<file path="config.mk">
export PLATFORM = sky130hd
export DESIGN_NAME = dense_out_serializer
export DESIGN_NICKNAME = d
export VERILOG_FILES = /design/src/rtl/dense_out_serializer.sv
export SDC_FILE = /design/constraint.sdc
export NUM_CORES = 1
export LEC_CHECK = 0
export CORE_AREA = 2 2 302 304
export CTS_CLUSTER_SIZE = 30
export DETAILED_ROUTE_END_ITERATION = 7
export DIE_AREA = 0 0 304 306
export PLACE_DENSITY = 0.68
export SYNTH_ARGS = -nofsm -noshare
export SYNTH_HDL_FRONTEND = slang
export SYNTH_SLANG_ARGS = --single-unit
</file>
<file path="constraint.sdc">
create_clock -name clk -period 20.3 [get_ports clk]
set_input_delay 2.03 -clock clk [delete_from_list [all_inputs] [get_ports clk]]
set_output_delay 2.03 -clock clk [all_outputs]
set_load 0.02 [all_outputs]
</file>
<file path="src/rtl/dense_out_serializer.sv">
// Captures a flattened N_ELEMS x ELEM_W result vector and streams it element by element over valid/ready.
// Optional `DENSE_SER_ARGMAX_EN appends one beat carrying the argmax index of each vector.
module dense_out_serializer #(
  parameter int N_ELEMS = 64,
  parameter int ELEM_W  = 8
) (
  input  logic                        clk,
  input  logic                        rst,
  input  logic [N_ELEMS*ELEM_W-1:0]   vec_in,
  input  logic                        vec_in_valid,
  output logic [ELEM_W-1:0]           byte_out,
  output logic                        byte_out_valid,
  input  logic                        byte_out_ready,
  output logic                        byte_out_last,
  output logic                        busy,
  output logic                        overflow
);

`ifdef DENSE_SER_ARGMAX_EN
  localparam int N_BEATS = N_ELEMS + 1;
`else
  localparam int N_BEATS = N_ELEMS;
`endif
  localparam int VEC_W = N_ELEMS * ELEM_W;
  localparam int CNT_W = (N_BEATS > 1) ? $clog2(N_BEATS) : 1;
  localparam logic [CNT_W-1:0] LAST_BEAT = CNT_W'(N_BEATS - 1);

  localparam logic [1:0] IDLE        = 2'd0;
  localparam logic [1:0] STREAM      = 2'd1;
  localparam logic [1:0] STREAM_PEND = 2'd2;

  logic [1:0]       state_p0, state_nxt;
  logic [CNT_W-1:0] cnt_p0, cnt_nxt;
  logic             overflow_p0;
  logic [VEC_W-1:0] act_sr_p0;
  logic [VEC_W-1:0] pend_p0;

  logic act_full, xfer, fin;
  logic ld_act_in, ld_act_pend, ld_pend, drop;

  always_comb begin
    act_full    = (state_p0 != IDLE);
    xfer        = act_full && byte_out_ready;
    fin         = xfer && (cnt_p0 == LAST_BEAT);
    ld_act_in   = vec_in_valid && ((state_p0 == IDLE) || ((state_p0 == STREAM) && fin));
    ld_act_pend = (state_p0 == STREAM_PEND) && fin;
    ld_pend     = vec_in_valid && (((state_p0 == STREAM) && !fin) ||
                                   ((state_p0 == STREAM_PEND) && fin));
    drop        = vec_in_valid && (state_p0 == STREAM_PEND) && !fin;

    state_nxt = state_p0;
    case (state_p0)
      IDLE:        state_nxt = vec_in_valid ? STREAM : IDLE;
      STREAM:      if (fin) state_nxt = vec_in_valid ? STREAM : IDLE;
                   else     state_nxt = vec_in_valid ? STREAM_PEND : STREAM;
      STREAM_PEND: if (fin) state_nxt = vec_in_valid ? STREAM_PEND : STREAM;
      default:     state_nxt = IDLE;
    endcase

    // A fresh vector always restarts at beat 0, whether it came from the input or the pending slot
    cnt_nxt = cnt_p0;
    if (ld_act_in || ld_act_pend) cnt_nxt = '0;
    else if (xfer)                cnt_nxt = cnt_p0 + CNT_W'(1);
  end

  // Stage p0: control state
  always_ff @(posedge clk) begin
    if (rst) begin
      state_p0    <= IDLE;
      cnt_p0      <= '0;
      overflow_p0 <= 1'b0;
    end else begin
      state_p0 <= state_nxt;
      cnt_p0   <= cnt_nxt;
      if (drop) overflow_p0 <= 1'b1;
    end
  end

  // Stage p0: vector storage (data only, qualified by the control state)
  always_ff @(posedge clk) begin
    if (ld_act_in)        act_sr_p0 <= vec_in;
    else if (ld_act_pend) act_sr_p0 <= pend_p0;
    else if (xfer)        act_sr_p0 <= act_sr_p0 >> ELEM_W;
    if (ld_pend) pend_p0 <= vec_in;
  end

`ifdef DENSE_SER_ARGMAX_EN
  logic [ELEM_W-1:0] max_val_p0;
  logic [CNT_W-1:0]  max_idx_p0;
  logic [ELEM_W-1:0] cur_elem;
  logic              data_beat;

  always_comb begin
    cur_elem  = act_sr_p0[ELEM_W-1:0];
    data_beat = (cnt_p0 < CNT_W'(N_ELEMS));
  end

  // Beat 0 reseeds the tracker; strict compare keeps the lowest index on ties
  always_ff @(posedge clk) begin
    if (xfer && data_beat && ((cnt_p0 == '0) || (cur_elem > max_val_p0))) begin
      max_val_p0 <= cur_elem;
      max_idx_p0 <= cnt_p0;
    end
  end

  always_comb begin
    byte_out = '0;
    if (act_full) byte_out = data_beat ? cur_elem : ELEM_W'(max_idx_p0);
  end
`else
  always_comb begin
    byte_out = act_full ? act_sr_p0[ELEM_W-1:0] : '0;
  end
`endif

  always_comb begin
    byte_out_valid = act_full;
    byte_out_last  = act_full && (cnt_p0 == LAST_BEAT);
    busy           = act_full;
    overflow       = overflow_p0;
  end

endmodule

</file>
* Word level (Yosys, flattened, before mapping)
Cells that the tools add are included.
W data, S select, Z words.
** Operators by class
- Add/subtract/negate cells :: 1
- Eq/ne operators :: 4
- Multiplexer cells :: 9
- Reductions and logical operators :: 18
** Operator list (number)
- $mux W512 :: 3
- $logic_and A1 B1 Y1 :: 10
- $mux W8 :: 1
- $add A6 B1 Y6 const B :: 1
- $eq A6 B6 Y1 const B :: 1
- $mux W2 :: 3
- $pmux W2 S3 :: 1
- $logic_or A1 B1 Y1 :: 3
- $reduce_bool A3 Y1 :: 1
- $eq A2 B1 Y1 const B :: 1
- $eq A2 B2 Y1 const B :: 1
- $logic_not A2 Y1 :: 1
- $ne A2 B2 Y1 const B :: 1
- $reduce_bool A2 Y1 :: 1
- $reduce_or A2 Y1 :: 1
- $logic_not A1 Y1 :: 1
- $mux W1 :: 1
** Storage, ports and cells
- Register bits :: 1033
- Output and inout bits :: 12
- Word-level logic and storage cells :: 37

* Depth between registers and ports, before layout
- Depth after elaboration :: 8
- Mapped depth :: 8
- Depth with buffers taken out :: 7

* Worst setup path before layout
OpenSTA, ideal clock, no wires.
- Path type :: input-to-reg
- Start point :: in byte_out_ready
- End point :: reg pend_p0[0], enable pin
- Setup time :: 942 ps
- Arrival time :: 14190 ps
- Slack :: 5168 ps
- Cell stages on the path :: 5
- Cell sequence :: and3_1 -> and3_1 -> buf_4 -> a31o_2 -> and2_1
** Between the ends
- Longest elaborated chain between the ends :: 6
- Elaborated cells between the ends (all ways) :: 7
- Those cells by class :: reduce/logical: 7
** Ends and longest elaborated chain
- from (decl) :: line 13 : input logic byte_out_ready,
- $logic_and A1 B1 Y1 (*) :: line 43 : xfer = act_full && byte_out_ready;
- $logic_and A1 B1 Y1 (*) :: line 44 : fin = xfer && (cnt_p0 == LAST_BEAT);
- $logic_not A1 Y1 :: line 47 : ld_pend = vec_in_valid && (((state_p0 == STREAM) && !fin) ||
- $logic_and A1 B1 Y1 :: line 47
- $logic_or A1 B1 Y1 (*) :: line 47
- $logic_and A1 B1 Y1 (*) :: line 47
- named net ld_pend :: line 39 : logic ld_act_in, ld_act_pend, ld_pend, drop;
- to (signal assigned) :: line 84 : if (ld_pend) pend_p0 <= vec_in;
- to (decl) :: line 36 : logic [VEC_W-1:0] pend_p0;
The timed path passes the listed nets; every way through them passes the cells marked *.
A chain may end at the register's enable or synchronous reset.

* Worst setup path in the final report
- Start point :: in byte_out_ready
- End point :: reg pend_p0[36], enable pin
The elaborated chain is that of the path after synthesis.

==> impl_metrics.py <==
metrics = {
    "power_and_ir_drop": {
        "ir_drop_mv": 0.06543,
        "cellLeakagePower_nw": 18.03,
        "pwr-share-seq": 0.523,
        "powerDensity_nw_per_um2": 102.0,
        "p_sw_w": 0.001168,
        "swShare": 0.2316,
        "power_frac_comb": 0.094,
        "p_clk_frac": 0.383,
        "internal_power_w": 0.003876,
    },
    "synth": {
        "synthArstFlopShare": 0,
        "synth_edf_count": 1024,
        "syn_nets": 3301,
        "avgSynthCellArea_um2": 14.36,
        "syn_area_um2": 39970,
        "ys_types": 35,
        "postSynth.topFlopCell": "edfxtp_1",
        "syn_inst": 2783,
        "synth-seq-cells": 1033,
        "synth_warnings": 0,
        "yosysSeqAreaShare": 0.7738,
    },
    "setup_path": {
        "cp.arrival_ps": 7730,
        "cp_max_fo": 74,
        "crit_family": "buffers and inverters",
        "r2r-end": "pend_p0[36]",
        "crit_type": "input port to register",
        "r2r-start": "cnt_p0[0]",
        "r2r_cells": 9,
        "startpoint_type": "input port",
        "worstPathCellList": "clkdlybuf4s50_1 -> and3_1 -> and3_1 -> a31o_2 -> and2_4 -> buf_4 -> buf_4 -> buf_4 -> buf_4",
        "reg2reg_slack_ps": 14130,
        "cp_slowest_cell": "buf_4",
        "slowest_delay_ps": 900,
        "cp-end-kind": "register",
        "cp_common_cell": "buf_4",
        "timing.critical_path.buf_inv": 5,
        "cp_data_required_time_ps": 20560,
    },
    "route": {
        "postRouteAntennaNets": 0,
        "drt-vias-per-instance": 5.439,
        "via_count": 24760,
        "wirelength_um": 98040,
        "drc_errors": 0,
        "drtIter0Drc": 2938,
        "drtPass1Iterations": 5,
        "wl_per_cell_um": 21.53,
    },
    "sta": {
        "slew_violations": 0,
        "tns_ps": 0,
        "min_period_over_period": 0.3680,
        "finalSetupViolCount": 0,
        "finalHoldViolCount": 0,
        "max_freq_mhz": 133.9,
        "layout_setup_ws_ps": 12830,
        "period_needed_ps": 7471,
        "max-slew-margin-rel": 0.2049,
        "tightest_slew_ps": 1193,
        "rsz0062_at_grt": "false",
        "skew_ps": 29.27,
    },
    "min_path": {
        "holdCritPathClass": "register to register",
        "hp-start": "overflow",
        "min_to": "overflow",
        "holdPathStages": 2,
    },
    "global_routing": {
        "grt_pass1_wl_um": 148500,
        "grt_max_degree": 201,
        "antenna_found_initial": 8,
        "grt_util_all_layers": 0.2061,
        "grt.busiest_layer": "met2",
        "grt_pass1_vias": 24600,
        "grt_remaining_overflow": 0,
        "use_met2": 0.3316,
        "met1_usage": 0.2909,
        "use_met3": 0.03539,
    },
    "cells_and_area": {
        "fin_area_um2": 49480,
        "multiInputGateArea_um2": 6153,
        "layout_common_cells": "1024 x edfxtp_1, 527 x clkdlybuf4s50_1, 505 x a21oi_1, 505 x inv_1, 504 x o22ai_1",
        "final_layout_size_suffix_gt1_frac": 0.05704,
        "seqCellArea_um2": 30930,
        "num-nets-final": 3792,
        "area_growth_pct": 23.78,
        "n_fill_cell": 7130,
        "layout_commonest_cell": "edfxtp_1",
        "instances_no_fill": 4553,
    },
    "place": {
        "post-place-ws_ps": 12170,
        "numPortBuffers": 527,
        "routabilityCongestion": 0.8345,
        "dpl_cell_area_um2": 45980,
        "dp_cells": 4343,
        "dp_hpwl_um": 61110,
    },
    "clock_tree": {
        "ctsResizeCount": 0,
        "clock_sinks": 1033,
        "clk_path_buf_depth": 3,
        "clk_latency_ps": 650,
        "htreeDepth": 3,
        "tritoncts": "done",
        "cts_buffers": 105,
        "cts_setup_buffers": 0,
        "clkTransAtPathRegs_ps": 60,
        "hold_buffers": 0,
        "ctsRootBufferMaster": "clkbuf_16",
    },
    "floorplan": {
        "ios": 528,
        "die_h_um": 306,
        "core_um2": 89600,
        "start_util": 0.4461,
        "die_area_um2": 93020,
        "fp.dieW_um": 304,
        "num_rows": 110,
    },
    "run": {
        "max_cap_viol_count": 0,
    },
    "status": {
        "status": "finished, final reports clean",
    },
}
## sequential cells by signal (all words and copies together) (netlist names)
register,cells
act_sr_p0,512
cnt_p0,6
overflow,1
pend_p0,512
state_p0,2
## worst max-delay path by stage
stage | start | to | slack (ps) | cells past startpoint
6_report | byte_out_ready | pend_p0[36] | 12830 | 9
5_1_grt | byte_out_ready | pend_p0[36] | 12550 | 9
4_1_cts | byte_out_ready | pend_p0[36] | 12880 | 9
3_5_place_dp | byte_out_ready | pend_p0[36] | 12170 | 9
3_3_place_gp | byte_out_ready | pend_p0[27] | 12310 | 9
2_1_floorplan | byte_out_ready | pend_p0[0] | 5170 | 5
## through the flow
step	util	hold slack, ps	total power (W)
floorplan	-	512.2	0.003010
global placement	0.5132	476.5	0.003146
detailed placement	0.5132	469.7	0.003157
CTS	0.5519	483.8	0.005092
global route	0.5520	512.1	0.005234
finish	0.5522	475.5	0.005045
## final cells by class
type,instances,share of cell area
diodes,11,0.0005564
clock buffers,132,0.05662
flip-flops and latches,1033,0.6252
clock inverters,67,0.01345
well taps,1176,0.02974
multi-input cells,1073,0.1244
repair buffers,556,0.1118
inverters,505,0.03831
## tightest hold or removal path: stages (launching register included)
cell	delay, ps
dfxtp_1	330
a31oi_1	40
nor2_1	70
## kinds of logic after synthesis
kind of cell | synth area share
AOI/OAI and AO/OA | 0.1451
xor gates and xnor gates | 0.001096
adders and majority gates | 0.0006260
buffers and inverters | 0.07297
DFF | 0.7738
muxes | 0.0005009
and+or+nand+nor | 0.005854
## power by group through the flow
stage	registers [W]	clock network (W)	logic (W)
floorplan	0.00275	0	0.000262
global placement	0.00268	0	0.000468
detailed placement	0.00268	0	0.000476
CTS	0.00264	0.00197	0.000480
global route	0.00265	0.00206	0.000525
finish	0.00264	0.00193	0.000475
## synthesized netlist by cell type, types with 2 or more instances
cell / n / area (um^2)
inv_1: 505 / 1896
nand3_1: 5 / 25.02
and4_1: 2 / 17.52
buf_6: 18 / 202.7
xnor2_1: 3 / 26.28
o22ai_1: 504 / 3153
and2_1: 9 / 56.30
nor3_1: 7 / 35.03
nor2_1: 4 / 15.01
clkbuf_1: 17 / 63.81
dfxtp_1: 9 / 180.2
mux2i_1: 2 / 20.02
buf_2: 108 / 540.5
a21oi_1: 505 / 2527
buf_4: 28 / 210.2
edfxtp_1: 1024 / 30750
ha_1: 2 / 25.02
and3_1: 3 / 18.77
nand2_1: 4 / 15.01
xor2_1: 2 / 17.52
a22o_1: 8 / 70.07
## metal layers
layer  up-vias  part of all wire
met5         -           0.00022
met4         4             0.021
met3       141             0.074
met2      1018              0.48
met1     12150              0.42
li1      11460                 -
No activity file was read; power rests on OpenSTA's default activity.
